$ cat src/rtl/lighter_seq.sv
// Commanded light-chaser sequencer: runs chase-left/right, bounce or fill on l for N passes.
// Latency: accept -> start pattern on l next cycle; completing step -> l=0 + done next cycle.
// Backpressure: cmd_ready high only while idle; commands offered during a run are dropped.
//
// Ports:
//   clk, reset      - rising-edge clock, synchronous active-low reset
//   enable          - run gate; low freezes divider, pattern and pass count
//   stop            - aborts a running sequence (l cleared, no done)
//   cmd_valid/ready - command handshake; cmd_mode/div/cycles captured on accept
//   l               - registered lamp pattern (LSB = lamp 0)
//   busy            - high while a sequence runs
//   done            - one-cycle pulse after the final pass completes
module lighter_seq #(
  parameter int WIDTH = 5,
  parameter int DIV_W = 16
) (
  input  logic             clk,
  input  logic             reset,
  input  logic             enable,
  input  logic             stop,
  input  logic             cmd_valid,
  output logic             cmd_ready,
  input  logic [1:0]       cmd_mode,
  input  logic [DIV_W-1:0] cmd_div,
  input  logic [3:0]       cmd_cycles,
  output logic [WIDTH-1:0] l,
  output logic             busy,
  output logic             done
);

  localparam logic [0:0] S_IDLE = 1'b0;
  localparam logic [0:0] S_RUN  = 1'b1;

  localparam logic [1:0] M_LEFT   = 2'd0;
  localparam logic [1:0] M_RIGHT  = 2'd1;
  localparam logic [1:0] M_BOUNCE = 2'd2;
  localparam logic [1:0] M_FILL   = 2'd3;

  localparam logic [WIDTH-1:0] LSB_ONLY = {{(WIDTH-1){1'b0}}, 1'b1};
  localparam logic [WIDTH-1:0] MSB_ONLY = {1'b1, {(WIDTH-1){1'b0}}};
  localparam logic [WIDTH-1:0] ALL_ONES = {WIDTH{1'b1}};

  logic [0:0]       state_q,  state_d;
  logic [1:0]       mode_q,   mode_d;
  logic [DIV_W-1:0] div_q,    div_d;
  logic [3:0]       cycles_q, cycles_d;
  logic [DIV_W-1:0] cnt_q,    cnt_d;
  logic [3:0]       pass_q,   pass_d;
  logic             dir_q,    dir_d;   // bounce direction: 0 toward MSB, 1 toward LSB
  logic [WIDTH-1:0] l_q,      l_d;
  logic             done_q,   done_d;

  logic [WIDTH-1:0] step_pat;
  logic             step_dir;
  logic             pass_end;
  logic [3:0]       pass_inc;
  logic             finish;

  // Pattern after one step. Every pass-completing step lands on the mode's
  // start pattern, so wrapping needs no separate reload path.
  always_comb begin
    step_pat = l_q;
    step_dir = dir_q;
    pass_end = 1'b0;
    case (mode_q)
      M_LEFT: begin
        step_pat = {l_q[WIDTH-2:0], l_q[WIDTH-1]};
        pass_end = l_q[WIDTH-1];
      end
      M_RIGHT: begin
        step_pat = {l_q[0], l_q[WIDTH-1:1]};
        pass_end = l_q[0];
      end
      M_BOUNCE: begin
        if (!dir_q) begin
          step_pat = l_q << 1;
          step_dir = step_pat[WIDTH-1];
        end else begin
          step_pat = l_q >> 1;
          step_dir = ~step_pat[0];
          pass_end = step_pat[0];
        end
      end
      default: begin // fill: ones shift in, then one dark step, then restart
        if (l_q == ALL_ONES) begin
          step_pat = '0;
        end else if (l_q == '0) begin
          step_pat = LSB_ONLY;
          pass_end = 1'b1;
        end else begin
          step_pat = {l_q[WIDTH-2:0], 1'b1};
        end
      end
    endcase
  end

  // Endless runs (cycles==0) saturate the pass count instead of wrapping.
  assign pass_inc = (pass_q == 4'hF) ? pass_q : pass_q + 4'd1;
  assign finish   = pass_end && (cycles_q != 4'd0) && (pass_inc == cycles_q);

  always_comb begin
    state_d  = state_q;
    mode_d   = mode_q;
    div_d    = div_q;
    cycles_d = cycles_q;
    cnt_d    = cnt_q;
    pass_d   = pass_q;
    dir_d    = dir_q;
    l_d      = l_q;
    done_d   = 1'b0;
    case (state_q)
      S_IDLE: begin
        if (cmd_valid) begin
          state_d  = S_RUN;
          mode_d   = cmd_mode;
          div_d    = cmd_div;
          cycles_d = cmd_cycles;
          cnt_d    = '0;
          pass_d   = '0;
          dir_d    = 1'b0;
          l_d      = (cmd_mode == M_RIGHT) ? MSB_ONLY : LSB_ONLY;
        end
      end
      default: begin
        // Stop is checked first so it beats a coincident step or completion.
        if (stop) begin
          state_d = S_IDLE;
          l_d     = '0;
        end else if (enable) begin
          if (cnt_q == div_q) begin
            cnt_d = '0;
            if (pass_end) begin
              pass_d = pass_inc;
            end
            if (finish) begin
              state_d = S_IDLE;
              l_d     = '0;
              done_d  = 1'b1;
            end else begin
              l_d   = step_pat;
              dir_d = step_dir;
            end
          end else begin
            cnt_d = cnt_q + 1'b1;
          end
        end
      end
    endcase
  end

  always_ff @(posedge clk) begin
    if (!reset) begin
      state_q  <= S_IDLE;
      mode_q   <= M_LEFT;
      div_q    <= '0;
      cycles_q <= '0;
      cnt_q    <= '0;
      pass_q   <= '0;
      dir_q    <= 1'b0;
      l_q      <= '0;
      done_q   <= 1'b0;
    end else begin
      state_q  <= state_d;
      mode_q   <= mode_d;
      div_q    <= div_d;
      cycles_q <= cycles_d;
      cnt_q    <= cnt_d;
      pass_q   <= pass_d;
      dir_q    <= dir_d;
      l_q      <= l_d;
      done_q   <= done_d;
    end
  end

  assign l         = l_q;
  assign done      = done_q;
  assign busy      = (state_q == S_RUN);
  assign cmd_ready = (state_q == S_IDLE);

endmodule

$ cat config.mk
export PLATFORM = sky130hd
export DESIGN_NAME = lighter_seq
export DESIGN_NICKNAME = d
export VERILOG_FILES = /design/src/rtl/lighter_seq.sv
export SDC_FILE = /design/constraint.sdc
export NUM_CORES = 1
export LEC_CHECK = 0
export BUFFER_PORTS_ARGS = -buffer_cell sky130_fd_sc_hd__buf_2
export CAP_MARGIN = 10
export CELL_PAD_IN_SITES_DETAIL_PLACEMENT = 1
export CELL_PAD_IN_SITES_GLOBAL_PLACEMENT = 2
export CORE_UTILIZATION = 30
export CTS_CLUSTER_DIAMETER = 150
export DETAILED_ROUTE_END_ITERATION = 7
export PLACE_DENSITY_LB_ADDON = 0.1
export REMOVE_ABC_BUFFERS = 1
export SYNTH_ARGS = -nofsm -noshare
export SYNTH_HDL_FRONTEND = slang
export SYNTH_SLANG_ARGS = --single-unit
$ cat constraint.sdc
create_clock -name clk -period 2.3 [get_ports clk]
set_clock_uncertainty 0.15 [all_clocks]
set_input_delay 0.115 -clock clk [delete_from_list [all_inputs] [get_ports clk]]
set_output_delay 0.115 -clock clk [all_outputs]
set_load 0.005 [all_outputs]
==> results of run 1 <==
[worst paths after layout]
check,start,to,depth (start not counted)
setup / recovery,pass_q[1],l[1],7
hold / removal,reset,pass_q[2],4
setup reg to reg,pass_q[1],l[1],7
hold reg to reg,div_q[7],div_q[7],2
[critical path, cell delays in order (launching register included)]
cell	delay, ps
sky130_fd_sc_hd__dfxtp_2	350
sky130_fd_sc_hd__ha_4	160
sky130_fd_sc_hd__and3b_4	180
sky130_fd_sc_hd__or3_1	340
sky130_fd_sc_hd__a211o_1	260
sky130_fd_sc_hd__a2111o_1	460
sky130_fd_sc_hd__or2b_1	230
sky130_fd_sc_hd__o22ai_1	80
[repair_timing]
action / CTS / global route
endpoints found under the hold margin: 24 / 0
pin swaps: 6 / 6
endpoints found under the setup margin: 9 / 12
buffers inserted: 1 / 0
hold buffers: 23 / 0
resized for setup: 4 / 5
[cells by family after synthesis]
group / synth area share (%)
DFF: 39.72
buffers and inverters: 4.866
and+or+nand+nor: 25.52
xor gates and xnor gates: 11.82
muxes: 3.327
adders and majority gates: 0.9929
AOI/OAI and AO/OA: 13.75
[per-layer routing]
layer | vias up | track usage, %
met3 | 4 | 2.670
met4 | 0 | 3.462
li1 | 1222 | -
met1 | 1134 | 23.85
met2 | 33 | 29.04
met5 | - | 0
[registers in the layout, summed over array words and instances, names as in the netlist]
register / flops
l: 5
pass_q: 4
done: 1
div_q: 16
mode_q: 2
busy: 1
cnt_q: 16
cycles_q: 4
dir_q: 1
[metrics by stage]
| step | hold WS (ps) | worst slack, ps | setup TNS, ps | area (µm²) | cells |
|---|---|---|---|---|---|
| 6_report | 45.15 | -19.63 | -44.93 | 3382 | 499 |
| 5_1_grt | 49.89 | -177.8 | -881.5 | 3382 | 499 |
| 3_5_place_dp | 206.0 | -120.4 | -565.6 | 2999 | 467 |
| 4_1_cts | 31.45 | -72.95 | -247.5 | 3361 | 499 |
| 2_1_floorplan | 65.21 | -114.3 | -1448 | 2420 | 293 |
| 3_3_place_gp | 199.4 | -87.45 | -339.8 | 2999 | 467 |
[cell usage after synthesis (2+ instances only)]
cell                        n  area [µm²]
sky130_fd_sc_hd__nor4_1     5       31.28
sky130_fd_sc_hd__clkbuf_1   9       33.78
sky130_fd_sc_hd__or2b_1     2       15.01
sky130_fd_sc_hd__xnor2_1    9       78.83
sky130_fd_sc_hd__xor2_1    25       219.0
sky130_fd_sc_hd__mux2i_1    5       50.05
sky130_fd_sc_hd__o22ai_1    6       37.54
sky130_fd_sc_hd__clkbuf_8   4       55.05
sky130_fd_sc_hd__ha_1       2       25.02
sky130_fd_sc_hd__nand4_1    4       25.02
sky130_fd_sc_hd__nor2b_1    3       18.77
sky130_fd_sc_hd__o21ai_0    8       40.04
sky130_fd_sc_hd__a21oi_1   29       145.1
sky130_fd_sc_hd__nor3b_1    2       15.01
sky130_fd_sc_hd__a31oi_1    3       18.77
sky130_fd_sc_hd__mux2_2     3       33.78
sky130_fd_sc_hd__and3_1     5       31.28
sky130_fd_sc_hd__nand2_1   61       229.0
sky130_fd_sc_hd__dfxtp_1   50        1001
sky130_fd_sc_hd__inv_1      5       18.77
sky130_fd_sc_hd__nand3_1   13       65.06
sky130_fd_sc_hd__a21o_1     2       15.01
sky130_fd_sc_hd__nor2_1    27       101.4
[final cells by class]
type	count	area, µm²
well taps	105	131.4
inverters	6	22.52
clock buffers	5	68.82
repair buffers	93	683.2
fillers	1017	4793
flip-flops and latches	50	1003
clock inverters	3	40.04
multi-input cells	237	1433
[power by group through the flow]
stage / Sequential, W / Clock [W] / Combinational, W
floorplan: 0.000943 / 0 / 0.000128
global placement: 0.000946 / 0 / 0.000261
detailed placement: 0.000946 / 0 / 0.000264
CTS: 0.000926 / 0.000654 / 0.000298
global route: 0.000932 / 0.000686 / 0.000337
finish: 0.000926 / 0.000620 / 0.000300
==> flow_metrics.py, run 1 <==
metrics = {
    "status": {
        "status": "finished, violations left",
        "violated_checks": "negative setup slack",
    },
    "setup_path": {
        "cp.required_ps": 2350,
        "critical_path.startpoint_type": "flop",
        "setup.worst_path.class": "flop to flop",
        "reg2reg_setup_slack_ps": -20,
        "path_max_fanout": 6,
        "crit_path_end_kind": "flop",
        "critPathArrivalTime_ps": 2370,
    },
    "power_and_ir_drop": {
        "finalPower_w": 0.001846,
        "seqPwrFrac_pct": 50.1,
        "cell_internal_pwr_w": 0.001366,
        "comb_power_share_pct": 16.3,
        "p_leak_nw": 1.422,
        "power_switching_share_pct": 26.03,
        "power.ir.vdd_worst_mv": 0.2470,
        "power.share.clock_pct": 33.6,
        "switching_power_w": 0.0004806,
        "p_per_area_nw_per_um2": 546.0,
    },
    "floorplan": {
        "die_x_um": 93.65,
        "fp.dieH_um": 93.65,
        "design.die.area_um2": 8770,
        "core.rowCount": 33,
        "floorplan.io_pins": 35,
        "core_region_area_um2": 8175,
        "starting_density_pct": 30.82,
    },
    "global_routing": {
        "grt_max_degree": 26,
        "groute.usage.overall_pct": 17.44,
        "global_route_wire_length_before_repair_mm": 11.96,
        "first_global_vias": 2467,
        "global_route.overflow_total": 0,
        "grt_antenna_before_repair": 0,
    },
    "final_layout": {
        "final_net_count": 422,
        "post_route_cells_drive_above_1_share_pct": 24.37,
        "most_common_cell_after_layout_fill_and_taps_aside": "sky130_fd_sc_hd__nand2_1",
        "utilization_after_layout_pct": 41.37,
        "most-common-layout-cells": "sky130_fd_sc_hd__nand2_1 (61), sky130_fd_sc_hd__dfxtp_1 (48), sky130_fd_sc_hd__buf_4 (35)",
        "n_antenna_cell": 0,
        "area_growth_from_synthesis_to_layout_pct": 34.21,
    },
    "sta": {
        "final_critical_period_ps": 2320,
        "slew_headroom_pct": 71.82,
        "hold_violations": 0,
        "timing.fmax_mhz": 431.1,
        "fin_crit_sh_pct": 100.9,
        "setup_slack_ps": -19.63,
        "grt_setup_unrepaired": "true",
        "setup_viol": 3,
        "final_max_slew_viol_count": 0,
        "worst_slew_pin_slew_ps": 418.3,
    },
    "drt": {
        "wl_per_cell_um": 14.24,
        "avgViaCountPerCell": 4.796,
        "postRouteWirelength_mm": 7.107,
        "postRouteAntennaNets": 0,
        "dr.pass1.iters": 4,
        "via_count_of_the_routed_design": 2393,
        "wl_met3_um": 189,
        "met2RoutedLength_mm": 3.318,
        "routedLengthMet1_mm": 3.554,
        "top_signal_layer_used": "met4",
        "drt-initial-drc-count": 61,
        "post-route-drc-count": 0,
    },
    "cts": {
        "clock_pin_slew_of_the_registers_on_the_worst_case_setup_and_hold_paths_ps": 90,
        "clock_tree.root_cell": "sky130_fd_sc_hd__clkbuf_8",
        "tritoncts_num_sinks": 50,
        "clk-insertion-delay-late_ps": 300,
        "cts_buffer_depth": 2,
        "tritoncts": "built",
        "tritoncts.num_buffers": 5,
        "cts_max_level": 2,
    },
    "run": {
        "maxCapViolations": 0,
    },
    "synthesis": {
        "syn_avg_cell_area_um2": 8.208,
        "synth_cell_types": 48,
        "dominantRegCellSynth": "sky130_fd_sc_hd__dfxtp_1",
        "synthesis.instances": 307,
        "yosys_warning_total": 0,
        "synth-edff-count": 0,
        "asr_flop_ratio_synth_pct": 0,
        "synth_register_bits": 50,
        "proportion_of_synthesized_chip_area_in_sequential_cells_pct": 39.72,
        "post_synth_instance_area_um2": 2520,
    },
    "hold_path": {
        "hp-class": "input port to flop",
    },
    "placement": {
        "place.port_buffers": 34,
        "dp_hpwl_mm": 5.061,
        "gp_congestion": 0.7498,
    },
}
Power figures use the tool's default switching activity.
==> inputs of run 2 (changes only) <==
- PLACE_DENSITY: unset -> 0.77
- PLACE_DENSITY_LB_ADDON: 0.1 -> unset
==> flow_metrics.py, run 2 (synthesized netlist as in run 1, its figures left out) <==
metrics = {
    "floorplan": {
        "core_region_area_um2": 8175,
        "floorplan.io_pins": 35,
        "core.rowCount": 33,
        "design.die.area_um2": 8770,
        "die_x_um": 93.65,
        "fp.dieH_um": 93.65,
        "starting_density_pct": 30.82,
    },
    "global_routing": {
        "first_global_vias": 2486,
        "groute.usage.overall_pct": 17.43,
        "global_route_wire_length_before_repair_mm": 11.97,
        "grt_max_degree": 26,
        "grt_antenna_before_repair": 0,
        "global_route.overflow_total": 0,
    },
    "setup_path": {
        "r2r_cells": 8,
        "crit_path_end": "busy",
        "critPathArrivalTime_ps": 2370,
        "worst_r2r_endpoint": "busy",
        "crit_path_end_kind": "flop",
        "path_max_fanout": 5,
        "critical_path.startpoint_type": "flop",
        "setup.worst_path.class": "flop to flop",
        "cp-startpoint": "pass_q[1]",
        "reg2reg_setup_slack_ps": -30,
        "r2r-start": "pass_q[1]",
        "cp.required_ps": 2340,
    },
    "cts": {
        "tritoncts.num_buffers": 5,
        "clk-insertion-delay-late_ps": 310,
        "tritoncts_num_sinks": 50,
        "cts_buffer_depth": 2,
        "cts_max_level": 2,
        "clock_pin_slew_of_the_registers_on_the_worst_case_setup_and_hold_paths_ps": 90,
        "tritoncts": "built",
        "clock_tree.root_cell": "sky130_fd_sc_hd__clkbuf_8",
    },
    "sta": {
        "setup_slack_ps": -26.98,
        "final_critical_period_ps": 2327,
        "fin_crit_sh_pct": 101.2,
        "slew_headroom_pct": 67.72,
        "setup_viol": 3,
        "hold_violations": 0,
        "grt_setup_unrepaired": "true",
        "worst_slew_pin_slew_ps": 482.3,
        "final_max_slew_viol_count": 0,
        "timing.fmax_mhz": 429.7,
    },
    "status": {
        "status": "finished, violations left",
        "violated_checks": "negative setup slack",
    },
    "drt": {
        "dr.pass1.iters": 4,
        "drt-initial-drc-count": 99,
        "post-route-drc-count": 0,
        "via_count_of_the_routed_design": 2385,
        "postRouteAntennaNets": 0,
        "wl_per_cell_um": 13.91,
        "postRouteWirelength_mm": 6.843,
        "avgViaCountPerCell": 4.848,
    },
    "placement": {
        "instance_area_after_placement_um2": 2919,
        "place.port_buffers": 34,
        "place_inst": 458,
        "gp_congestion": 0.7426,
        "dp_hpwl_mm": 4.889,
    },
    "power_and_ir_drop": {
        "p_leak_nw": 1.388,
        "power.ir.vdd_worst_mv": 0.2704,
        "p_per_area_nw_per_um2": 562.7,
    },
    "hold_path": {
        "min_delay_path_depth": 4,
        "hp-class": "input port to flop",
    },
    "run": {
        "maxCapViolations": 0,
    },
    "final_layout": {
        "most-common-layout-cells": "sky130_fd_sc_hd__nand2_1 (61), sky130_fd_sc_hd__dfxtp_1 (47), sky130_fd_sc_hd__buf_2 (34)",
        "n_antenna_cell": 0,
        "fill_cells": 984,
        "area_growth_from_synthesis_to_layout_pct": 32.67,
        "area.sequential_um2": 1005,
        "final_net_count": 415,
        "final_area_um2": 3343,
        "area_used_by_multi_input_combinational_logic_um2": 1445,
        "most_common_cell_after_layout_fill_and_taps_aside": "sky130_fd_sc_hd__nand2_1",
        "stdcell_count": 492,
        "utilization_after_layout_pct": 40.89,
        "post_route_cells_drive_above_1_share_pct": 23.77,
    },
}
==> run 2: metrics by stage <==
stage	power [W]	hold WS (ps)	worst slack [ps]	setup TNS (ps)
floorplan	0.001071	65.21	-114.3	-1448
global placement	0.001183	195.0	-80.08	-302.3
detailed placement	0.001190	208.3	-110.4	-446.2
CTS	0.001898	13.56	-77.18	-265.6
global route	0.001974	29.19	-103.6	-476.7
finish	0.001881	25.04	-26.98	-44.30
==> run 2: cell type report <==
class                           count  share of cell area (%)
Timing Repair Buffer               86                   18.49
Sequential cell                    50                   30.05
Multi-Input combinational cell    237                   43.23
Tap cell                          105                   3.930
Clock buffer                        6                   2.470
Inverter                            6                  0.6737
Clock inverter                      2                   1.160
==> run 2: per-layer routing <==
layer / routed length, µm / global-route usage [%]
met5: 0 / 0
met1: 3245 / 22.27
met2: 3398 / 30.09
met4: 89 / 5.385
met3: 109 / 2.670
==> run 2: worst min-delay path by stage <==
stage / end / from / slack (ps)
after detailed placement: busy / enable / 210
after global routing: done / stop / 30
after floorplan: busy / enable / 70
after global placement: busy / enable / 200
final: done / stop / 30
after CTS: done / stop / 10
==> run 2: timing repair <==
item,CTS,global route
pin swaps,7,4
cloned,0,0
setup endpoints to repair,8,12
setup buffers,0,3
hold endpoints to repair,24,0
gates resized for setup,5,8
hold buffers,23,0
==> run 2: report_power, final <==
group          leakage [nW]  switching (W)  internal [W]
combinational         0.918       0.000148      0.000134
clock                0.0618       0.000314      0.000358
sequential            0.409      0.0000294      0.000896
==> run 2: critical path: stages (launching register included) <==
cell and delay [ps]:
sky130_fd_sc_hd__dfxtp_2 350, sky130_fd_sc_hd__ha_4 170, sky130_fd_sc_hd__and3b_4 180, sky130_fd_sc_hd__or3_1 340, sky130_fd_sc_hd__a211o_1 260, sky130_fd_sc_hd__a2111o_1 430, sky130_fd_sc_hd__buf_4 170, sky130_fd_sc_hd__nor2_1 80
sky130_fd_sc_hd__a31oi_1 80
==> inputs of run 3 (changes only) <==
- MAX_ROUTING_LAYER: unset -> met4
- clock period: 2.3 -> 1.91 ns (I/O delays scaled with it)
==> flow_metrics.py, run 3 (synthesized netlist as in run 1, its figures left out) <==
metrics = {
    "placement": {
        "dp_hpwl_mm": 5.306,
        "gp_congestion": 0.7683,
        "place.port_buffers": 34,
    },
    "sta": {
        "grt_setup_unrepaired": "true",
        "setup_viol": 12,
        "final_critical_period_ps": 2332,
        "timing.fmax_mhz": 428.9,
        "final_max_slew_viol_count": 0,
        "timing.hold.ws_ps": 96.22,
        "hold_violations": 0,
        "worst_slew_pin_slew_ps": 471.3,
        "fin_crit_sh_pct": 122.1,
        "setup_slack_ps": -421.8,
        "slew_headroom_pct": 67.77,
        "tns_ps": -3888,
    },
    "hold_path": {
        "min_from": "stop",
        "hp-class": "input port to flop",
        "endpoint_of_the_worst_hold_timing_path": "done",
        "min_delay_path_depth": 5,
    },
    "floorplan": {
        "fp.dieH_um": 93.65,
        "die_x_um": 93.65,
        "starting_density_pct": 30.82,
        "design.die.area_um2": 8770,
        "floorplan.io_pins": 35,
        "core_region_area_um2": 8175,
        "core.rowCount": 33,
    },
    "final_layout": {
        "final_net_count": 440,
        "post_route_cells_drive_above_1_share_pct": 35.44,
        "utilization_after_layout_pct": 45.56,
        "most_common_cell_after_layout_fill_and_taps_aside": "sky130_fd_sc_hd__nand2_1",
        "area_used_by_multi_input_combinational_logic_um2": 1620,
        "area_growth_from_synthesis_to_layout_pct": 47.82,
        "area.sequential_um2": 1008,
        "most-common-layout-cells": "sky130_fd_sc_hd__nand2_1 (59), sky130_fd_sc_hd__buf_4 (50), sky130_fd_sc_hd__dfxtp_1 (44)",
        "fill_cells": 997,
        "n_antenna_cell": 0,
    },
    "power_and_ir_drop": {
        "switching_power_w": 0.0006432,
        "p_leak_nw": 1.526,
        "power.ir.vdd_worst_mv": 0.2638,
        "seqPwrFrac_pct": 50.1,
        "cell_internal_pwr_w": 0.001580,
        "power.share.clock_pct": 31.3,
        "p_per_area_nw_per_um2": 596.9,
        "power_switching_share_pct": 28.93,
        "comb_power_share_pct": 18.6,
    },
    "setup_path": {
        "reg2reg_setup_slack_ps": -420,
        "setup.worst_path.class": "flop to flop",
        "timing.critical_path.buf_inv": 0,
        "cp.required_ps": 1960,
        "worst_r2r_endpoint": "l[2]",
        "path_max_fanout": 6,
        "cp_slowest_cell": "sky130_fd_sc_hd__a2111o_1",
        "r2r-start": "pass_q[1]",
        "crit_path_end_kind": "flop",
        "critical-path-top-delay-family": "compound AO/OA/AOI/OAI gates",
        "critPathArrivalTime_ps": 2380,
        "r2r_cells": 7,
        "critical_path.startpoint_type": "flop",
        "ordered_list_of_cells_on_the_worst_path": "ha_4, and3b_4, or3_1, a211o_1, a2111o_1, or2b_1, o22ai_1",
        "cpPeakStageDelay_ps": 470,
    },
    "cts": {
        "clock_tree.root_cell": "sky130_fd_sc_hd__clkbuf_8",
        "clk-insertion-delay-late_ps": 320,
        "cts_buffer_depth": 2,
        "cts_max_level": 2,
        "tritoncts_num_sinks": 50,
        "clock_pin_slew_of_the_registers_on_the_worst_case_setup_and_hold_paths_ps": 100,
        "tritoncts": "built",
        "tritoncts.num_buffers": 5,
    },
    "drt": {
        "postRouteAntennaNets": 0,
        "via_count_of_the_routed_design": 2489,
        "wl_per_cell_um": 14.45,
        "postRouteWirelength_mm": 7.472,
        "drt-initial-drc-count": 72,
        "dr.pass1.iters": 2,
        "post-route-drc-count": 0,
        "avgViaCountPerCell": 4.814,
    },
    "global_routing": {
        "grt_antenna_before_repair": 0,
        "global_route.overflow_total": 0,
        "grt_max_degree": 26,
        "first_global_vias": 2599,
        "groute.usage.overall_pct": 18.35,
        "global_route_wire_length_before_repair_mm": 12.25,
    },
    "run": {
        "maxCapViolations": 0,
    },
    "status": {
        "status": "finished, violations left",
        "violated_checks": "negative setup slack",
    },
}
[run 3: worst max-delay path by stage]
stage          startpoint         to  slack, ps  depth (start not counted)
2_1_floorplan        busy  cnt_q[13]       -500                          6
6_report        pass_q[1]       l[2]       -420                          7
4_1_cts         pass_q[1]       l[2]       -470                          7
3_5_place_dp    pass_q[0]       l[2]       -500                          7
3_3_place_gp    pass_q[0]       l[1]       -440                          7
5_1_grt         pass_q[1]       l[3]       -510                          7
[run 3: power by group through the flow]
stage / Sequential [W] / Clock (W) / Combinational (W)
2_1_floorplan: 0.00114 / 0 / 0.000154
3_3_place_gp: 0.00113 / 0 / 0.000316
3_5_place_dp: 0.00114 / 0 / 0.000320
4_1_cts: 0.00111 / 0.000711 / 0.000382
5_1_grt: 0.00112 / 0.000747 / 0.000458
6_report: 0.00111 / 0.000695 / 0.000414
[run 3: through the flow]
stage	total power (W)	cells	cell area, µm²	setup slack, ps
2_1_floorplan	0.001289	293	2420	-504.3
3_3_place_gp	0.001450	481	3104	-444.2
3_5_place_dp	0.001456	481	3104	-504.3
4_1_cts	0.002206	515	3525	-467.9
5_1_grt	0.002325	517	3725	-508.2
6_report	0.002223	517	3725	-421.8
[run 3: metal layers]
layer / track usage, % / vias up / share of wire [%]
li1: - / 1257 / -
met1: 22.45 / 1200 / 47
met2: 30.70 / 27 / 50
met3: 2.751 / 5 / 1.8
met4: 6.667 / 0 / 1.2
met5: - / - / 0
[run 3: layout make-up]
cell class / instances / area share [%]
sequential: 50 / 27.07
timing repair buffer: 111 / 22.61
clock inverter: 2 / 0.4703
inverter: 6 / 0.6046
tap: 105 / 3.527
clock buffer: 6 / 2.217
multi-input combinational: 237 / 43.50
[run 3: worst min-delay path: stages]
cell                      delay [ps]
sky130_fd_sc_hd__buf_2            80
sky130_fd_sc_hd__nor2b_1          40
sky130_fd_sc_hd__buf_4           130
sky130_fd_sc_hd__nand2_1         110
sky130_fd_sc_hd__nor4_2           60
[run 3: repair_timing]
item	in CTS	in global routing
gates resized for setup	17	42
hold buffers	24	0
hold endpoints to repair	25	0
cloned	0	1
buffers inserted	3	1
pin swaps	17	19
setup endpoints to repair	28	28
